--- src/rtl/cirno_pkg.sv ---
// cirno_pkg: definitions shared by the ALU arbiter and the other controllers
// that sit in front of the shared 8-bit ALU.
//   - DataWidth       : ALU operand/result width
//   - Alu* constants  : ALU function codes, passed through undecoded
//   - alu_arb_state_t : ALU arbiter transaction states
package cirno_pkg;

    localparam int unsigned DataWidth = 8;

    localparam logic [3:0] AluAdd = 4'b0101;
    localparam logic [3:0] AluSub = 4'b0100;
    localparam logic [3:0] AluShl = 4'b1110;
    localparam logic [3:0] AluShr = 4'b0111;
    localparam logic [3:0] AluXor = 4'b0001;
    localparam logic [3:0] AluAnd = 4'b0011;
    localparam logic [3:0] AluOr  = 4'b0010;
    localparam logic [3:0] AluCmp = 4'b0110;
    localparam logic [3:0] AluSh  = 4'b1010;

    typedef enum logic [1:0] {
        StIdle  = 2'd0,
        StIssue = 2'd1,
        StWait  = 2'd2,
        StResp  = 2'd3
    } alu_arb_state_t;

endpackage

--- src/rtl/rr_arbiter.sv ---
// rr_arbiter: combinational round-robin picker.
//   req_i   : request vector
//   ptr_i   : index of the highest-priority requester (must be < NREQ)
//   grant_o : one-hot grant, all zero when no request is set
//   idx_o   : index of the granted requester (0 when none)
// The search starts at ptr_i and wraps around.
module rr_arbiter #(
    parameter int unsigned NREQ = 2,
    parameter int unsigned IdxW = (NREQ > 1) ? $clog2(NREQ) : 1
) (
    input  logic [NREQ-1:0] req_i,
    input  logic [IdxW-1:0] ptr_i,
    output logic [NREQ-1:0] grant_o,
    output logic [IdxW-1:0] idx_o
);

    logic            found;
    int unsigned     cand;
    logic [IdxW-1:0] cand_idx;

    always_comb begin
        grant_o  = '0;
        idx_o    = '0;
        found    = 1'b0;
        cand     = 0;
        cand_idx = '0;
        for (int unsigned off = 0; off < NREQ; off++) begin
            cand     = (32'(ptr_i) + off) % NREQ;
            cand_idx = IdxW'(cand);
            if (!found && req_i[cand_idx]) begin
                found           = 1'b1;
                grant_o[cand_idx] = 1'b1;
                idx_o           = cand_idx;
            end
        end
    end

endmodule

--- src/rtl/alu_arbiter.sv ---
// alu_arbiter: shares one registered ALU between NREQ requesters.
//   clk, rst_n                : clock, synchronous active-low reset
//   req_valid/req_ready       : request handshake, req_ready one-hot (IDLE only)
//   req_x/req_y/req_funct     : packed per-requester operands and function
//   resp_valid/resp_ready     : one-hot response handshake to the owner
//   resp_result/resp_cmp      : shared response data, held while in RESP
//   alu_en/alu_x/alu_y/alu_funct : ALU drive, operands held outside ISSUE
//   alu_result/alu_cmp        : ALU registered outputs
// One transaction: IDLE (accept) -> ISSUE (alu_en) -> WAIT (capture) -> RESP.
module alu_arbiter
    import cirno_pkg::*;
#(
    parameter int unsigned NREQ = 2,
    parameter int unsigned W    = DataWidth
) (
    input  logic              clk,
    input  logic              rst_n,
    input  logic [NREQ-1:0]   req_valid,
    output logic [NREQ-1:0]   req_ready,
    input  logic [NREQ*W-1:0] req_x,
    input  logic [NREQ*W-1:0] req_y,
    input  logic [NREQ*4-1:0] req_funct,
    output logic [NREQ-1:0]   resp_valid,
    input  logic [NREQ-1:0]   resp_ready,
    output logic [W-1:0]      resp_result,
    output logic              resp_cmp,
    output logic              alu_en,
    output logic [W-1:0]      alu_x,
    output logic [W-1:0]      alu_y,
    output logic [3:0]        alu_funct,
    input  logic [W-1:0]      alu_result,
    input  logic              alu_cmp
);

    localparam int unsigned IdxW = (NREQ > 1) ? $clog2(NREQ) : 1;

    alu_arb_state_t  state_q, state_d;
    logic [IdxW-1:0] ptr_q, ptr_d;
    logic [IdxW-1:0] owner_q, owner_d;
    logic            alu_en_q, alu_en_d;
    logic [W-1:0]    alu_x_q, alu_x_d;
    logic [W-1:0]    alu_y_q, alu_y_d;
    logic [3:0]      alu_funct_q, alu_funct_d;
    logic [NREQ-1:0] resp_valid_q, resp_valid_d;
    logic [W-1:0]    resp_result_q, resp_result_d;
    logic            resp_cmp_q, resp_cmp_d;

    logic [NREQ-1:0] grant;
    logic [IdxW-1:0] win_idx;
    logic            accept;

    rr_arbiter #(
        .NREQ (NREQ),
        .IdxW (IdxW)
    ) u_rr_arbiter (
        .req_i   (req_valid),
        .ptr_i   (ptr_q),
        .grant_o (grant),
        .idx_o   (win_idx)
    );

    // Grant only ever covers valid requesters, so any grant in IDLE is a handshake.
    assign req_ready = (state_q == StIdle) ? grant : '0;
    assign accept    = (state_q == StIdle) && (|grant);

    always_comb begin
        state_d       = state_q;
        ptr_d         = ptr_q;
        owner_d       = owner_q;
        alu_en_d      = 1'b0;
        alu_x_d       = alu_x_q;
        alu_y_d       = alu_y_q;
        alu_funct_d   = alu_funct_q;
        resp_valid_d  = resp_valid_q;
        resp_result_d = resp_result_q;
        resp_cmp_d    = resp_cmp_q;

        unique case (state_q)
            StIdle: begin
                if (accept) begin
                    alu_x_d     = req_x[win_idx*W +: W];
                    alu_y_d     = req_y[win_idx*W +: W];
                    alu_funct_d = req_funct[win_idx*4 +: 4];
                    owner_d     = win_idx;
                    ptr_d       = (win_idx == IdxW'(NREQ - 1)) ? '0 : win_idx + 1'b1;
                    alu_en_d    = 1'b1;
                    state_d     = StIssue;
                end
            end
            StIssue: begin
                state_d = StWait;
            end
            StWait: begin
                // ALU registered its result at the end of ISSUE.
                resp_result_d = alu_result;
                resp_cmp_d    = alu_cmp;
                resp_valid_d  = NREQ'(1) << owner_q;
                state_d       = StResp;
            end
            StResp: begin
                if (resp_ready[owner_q]) begin
                    resp_valid_d = '0;
                    state_d      = StIdle;
                end
            end
            default: begin
                state_d = StIdle;
            end
        endcase
    end

    always_ff @(posedge clk) begin
        if (!rst_n) begin
            state_q       <= StIdle;
            ptr_q         <= '0;
            owner_q       <= '0;
            alu_en_q      <= 1'b0;
            alu_x_q       <= '0;
            alu_y_q       <= '0;
            alu_funct_q   <= '0;
            resp_valid_q  <= '0;
            resp_result_q <= '0;
            resp_cmp_q    <= 1'b0;
        end else begin
            state_q       <= state_d;
            ptr_q         <= ptr_d;
            owner_q       <= owner_d;
            alu_en_q      <= alu_en_d;
            alu_x_q       <= alu_x_d;
            alu_y_q       <= alu_y_d;
            alu_funct_q   <= alu_funct_d;
            resp_valid_q  <= resp_valid_d;
            resp_result_q <= resp_result_d;
            resp_cmp_q    <= resp_cmp_d;
        end
    end

    assign alu_en      = alu_en_q;
    assign alu_x       = alu_x_q;
    assign alu_y       = alu_y_q;
    assign alu_funct   = alu_funct_q;
    assign resp_valid  = resp_valid_q;
    assign resp_result = resp_result_q;
    assign resp_cmp    = resp_cmp_q;

endmodule

--- config.mk ---
export PLATFORM = sky130hd
export DESIGN_NAME = alu_arbiter
export DESIGN_NICKNAME = d
export VERILOG_FILES = /design/src/rtl/cirno_pkg.sv /design/src/rtl/rr_arbiter.sv /design/src/rtl/alu_arbiter.sv
export SDC_FILE = /design/constraint.sdc
export NUM_CORES = 1
export LEC_CHECK = 0
export BUFFER_PORTS_ARGS = -buffer_cell sky130_fd_sc_hd__buf_4
export CAP_MARGIN = 15
export CORE_UTILIZATION = 41
export DETAILED_ROUTE_END_ITERATION = 16
export PLACE_DENSITY = 0.81
export SLEW_MARGIN = 20
export SYNTH_ARGS = -nofsm -noshare
export SYNTH_HDL_FRONTEND = slang
export SYNTH_SLANG_ARGS = --single-unit
--- constraint.sdc ---
create_clock -name clk -period 1.6 [get_ports clk]
set_clock_uncertainty 0.1 [all_clocks]
set_input_delay 0.32 -clock clk [delete_from_list [all_inputs] [get_ports clk]]
set_output_delay 0.32 -clock clk [all_outputs]
set_load 0.02 [all_outputs]
# Word level (Yosys, flattened, before mapping)
# Cells that the tools add are included.
# classes
n_shift	4
bitwise_logic	1
n_div	0
n_lt_le_gt_ge	5
reduce_logical	12
multipliers	0
n_eq_ne	5
addsub	2
n_mux	22
# ops
cell	n
16-bit by 5-bit variable part select with 8-bit output	2
1-bit 2-to-1 mux	13
2-bit 2-to-1 mux	5
2-bit case mux with 4 select lines	1
2-bit AND reduction	4
8-bit by 4-bit variable part select with 4-bit output	1
1-bit by 2-bit < comparator with 1-bit output (second input constant)	3
2-bit == test (second input constant)	2
1-bit logical AND	4
2-bit inequality test (second input constant)	2
2-bit case mux with 2 select lines	1
1-bit adder (second input constant)	2
1-bit demux with 1-bit select	2
2-bit by 1-bit == test with 1-bit output (second input constant)	1
1-bit >= comparator (second input constant)	2
2-bit logical NOT	1
2-bit OR	1
2-bit nonzero test	1
2-bit OR reduction	1
1-bit by 1-bit left shift with 2-bit output (first input constant)	1
1-bit logical NOT	1
# word_totals
out_inout_bits	34
mem_count	0
ff_bits	36
rom_bits	0
mem_bits_rw	0
latchBits	0

# Longest topological paths before layout
# depth
ltp_word	11
ltp_mapped	7
ltp_nobuf	5

# By module
# A second synthesis with hierarchy kept.
# unflattened
cells_unflattened	163
hier_area_um2	1695.4
# modules_own_cells
module	area_each_um2	instances	cells_per_inst	seq_area_each_um2
alu_arbiter	1665.3	1	159	720.7
rr_arbiter	30.0	1	4	0.0

# Least setup slack after synthesis
# OpenSTA, ideal clock, no wires.
# synth_timing
path_type	reg2out
start	register state_q[0]
end	output port req_ready[0]
path_stages_with_launch	7
arrival_time_ns	1.137
setup_slack_ns	0.043
path_cell_list	dfxtp_1 > inv_1 > ha_1 > buf_6 > and2_4 > buf_6 > and2_4
# synth_via
elab_chain_len	2
# synth_rtl
element	line_no	source
from (decl)	alu_arbiter.sv:37	alu_arb_state_t state_q, state_d;
from (signal assigned)	alu_arbiter.sv:114	state_q <= StIdle;
from (signal assigned)	alu_arbiter.sv:125	state_q <= state_d;
2-bit logical NOT	alu_arbiter.sv:63	assign req_ready = (state_q == StIdle) ? grant : '0;
2-bit 2-to-1 mux	alu_arbiter.sv:63	
to (decl)	alu_arbiter.sv:19	output logic [NREQ-1:0] req_ready,
# No other way between the ends.

# Worst setup path in the final report
# Ends and elaborated chain as after synthesis.

==> flow_summary.json <==
{
  "ys_seq_area_share_pct": 41.0,
  "nets": 320,
  "power_density_mw_per_mm2": 1600,
  "fin_util_pct": 64.1,
  "slew_violations": 0,
  "initial_core_util_pct": 43.3,
  "grt_overflow": 0,
  "dp_hpwl_mm": 3.24,
  "worst_slew_pin_slew_ns": 0.488,
  "cts_tree": "built",
  "drtAntennaViolNets": 0,
  "fmax_ghz": 0.606,
  "antenna_found_initial": 0,
  "p_int_uw": 2560,
  "grt_pass1_vias": 1666,
  "slew_headroom_pct": 67.3,
  "crit_start": "state_q[0]",
  "cp-end-kind": "output port",
  "clock-root-buffer": "clkbuf_8",
  "core_area_mm2": 0.00406,
  "rsz0062_at_grt": "true",
  "crit_type": "reg -> out",
  "vias": 1723,
  "holdCritStartpoint": "alu_result[3]",
  "cts-buffers-inserted": 5,
  "yosys_warnings": 0,
  "slowest_stage": "dfxtp_2",
  "cts_sinks": 36,
  "synth_area_mm2": 0.00176,
  "top_level_ports": 89,
  "synth_cell_types": 32,
  "status": "finished, violations left",
  "p_switching_uw": 1600,
  "clockPowerShare_pct": 16.1,
  "swShare_pct": 38.4,
  "maxCapViolations": 0,
  "start_kind": "flip-flop",
  "syn_to_final_growth_pct": 48.0,
  "async_flop_share_pct": 0,
  "drcViolationCount": 0,
  "clkSlewWorstSetupHoldPaths_ns": 0.07,
  "io_buffers": 88,
  "combPwrFrac_pct": 53.1,
  "synth-seq-cells": 36,
  "routed_via_density": 5.50,
  "wl_mm": 4.82,
  "syn_area_per_cell_um2": 10.5,
  "place_congestion": 0.710,
  "setup_ws_ns": -0.0498,
  "die_w_um": 67.5,
  "post-place-ws_ns": 0.0264,
  "grt_max_degree": 40,
  "grt_pass1_wl_mm": 7.38,
  "htreeDepth": 2,
  "setup_viol": 2,
  "final_hold_viol_count": 0,
  "cpPeakStageDelay_ns": 0.33,
  "drt_iter0_markers": 186,
  "violations": "negative setup slack",
  "placed_area_mm2": 0.00242,
  "synthCells": 168,
  "cts_buffer_depth": 2,
  "drive_gt1_share_pct": 47.1,
  "die_area_mm2": 0.00455,
  "crit_chain": "inv_2, ha_4, and2_4, and2_4, buf_6",
  "grt_usage_pct": 22.1,
  "min_path_type": "in -> reg",
  "cp_max_fo": 3,
  "mappedNetlistNets": 226,
  "first_pass_iters": 6,
  "n_fill_cell": 351,
  "fp-row-count": 23,
  "finalCritPeriodShare_pct": 103,
  "cp_data_arrival_time_ns": 1.23,
  "cp.required_ns": 1.18,
  "power.leakage_uw": 0.00111,
  "clk_latency_ns": 0.29,
  "n_antenna_cell": 0,
  "fin_area_mm2": 0.00260,
  "peakVddDrop_mv": 0.713,
  "yosys_most_used_dff": "dfxtp_1",
  "final.min_clock_period_ns": 1.65,
  "wl_per_cell_um": 15.4,
  "seqPwrFrac_pct": 30.8,
  "die_h_um": 67.5,
  "crit_top_cell": "and2_4",
  "reg2reg_from": "state_q[0]",
  "synth_edf_count": 0
}
[through the flow]
| step | setup TNS (ns) | std cells | hold slack [ns] | power, uW |
|---|---|---|---|---|
| finish | -0.0663 | 313 | 0.181 | 4150 |
| floorplan | 0 | 168 | 0.368 | 2640 |
| detailed placement | 0 | 298 | 0.357 | 3250 |
| CTS | -0.0629 | 312 | 0.180 | 4070 |
| global route | -0.151 | 313 | 0.185 | 4380 |
| global placement | 0 | 298 | 0.347 | 3200 |
[area by class of cell]
| cell class | instances | area, um2 | area share, % |
|---|---|---|---|
| Tap cell | 50 | 62.6 | 2.40 |
| Clock buffer | 8 | 90.1 | 3.46 |
| Multi-Input combinational cell | 111 | 915 | 35.1 |
| Sequential cell | 36 | 724 | 27.8 |
| Inverter | 3 | 11.3 | 0.433 |
| Timing Repair Buffer | 105 | 800 | 30.7 |
[repair_timing]
item / 4_1_cts / 5_1_grt
pin swaps: 3 / 0
gates resized for setup: 8 / 4
hold buffers: 0 / 0
setup buffers: 6 / 1
setup endpoints to repair: 2 / 14
[path summary, 6_finish.rpt]
kind | cells after the start | slack [ns] | end
max reg2reg | 7 | 0.09 | alu_funct[2]
min reg2reg | 2 | 0.36 | resp_valid[0]
max | 5 | -0.05 | req_ready[0]
min | 3 | 0.18 | resp_result[3]
[registers in the layout, summed over array words and instances (netlist names)]
register and flops:
alu_y 8, owner_q 1, alu_x 8, state_q 2, resp_result 8, resp_valid 2
alu_funct 4, ptr_q 1, alu_en 1, resp_cmp 1
[layer usage]
layer,track usage [%],part of all wire [%],vias to the layer above
met5,0,0,-
met4,10.4,1.8,0
met1,25.0,42,806
met2,38.5,49,82
met3,5.41,7.1,12
li1,-,-,823
[worst max-delay path, delay by kind of cell (launching register included)]
kind,cells,cell delay [ns]
adders and majority gates,1,0.16
buffers and inverters,2,0.17
DFF,1,0.33
and+or+nand+nor,2,0.27
[cells in the mapped netlist (all sizes together), types with 2 or more instances]
cell type / number / area (um2)
nand4b: 19 / 166
and2: 3 / 23.8
nor2b: 9 / 56.3
a32oi: 18 / 158
o21a: 3 / 23.8
a21boi: 20 / 150
o21ai: 7 / 46.3
nor2: 2 / 7.51
clkbuf: 4 / 18.8
mux2i: 11 / 110
buf: 14 / 116
nand2: 5 / 18.8
nand3b: 2 / 15.0
dfxtp: 36 / 721
ha: 3 / 37.5
a31oi: 2 / 12.5
inv: 3 / 11.3
[logic make-up (layout without fill, tap and decap cells)]
kind of cell	after synthesis	count (layout)	synth area share [%]
compound gates	54	54	24.0
simple gates	43	43	18.3
flops	36	36	41.0
buf+inv	21	116	8.33
mux	11	11	6.26
fa+ha+maj	3	3	2.14
[placed cells by master (no fill, tap or decap), drive strengths merged, types with 2 or more instances in the layout]
master	instances
o21a	3
and2	3
ha	3
buf	105
nor2b	9
nand2	5
inv	3
nand4b	19
a32oi	18
a21boi	20
dfxtp	36
nand3b	2
nor2	2
mux2i	11
clkbuf	8
o21ai	7
a31oi	2
[power by group through the flow]
stage / Clock [uW] / Sequential, uW / Combinational, uW
floorplan: 0 / 1510 / 1120
global placement: 0 / 1290 / 1910
detailed placement: 0 / 1290 / 1960
CTS: 677 / 1270 / 2120
global route: 708 / 1300 / 2370
finish: 670 / 1280 / 2210
Power figures use the tool's default switching activity.
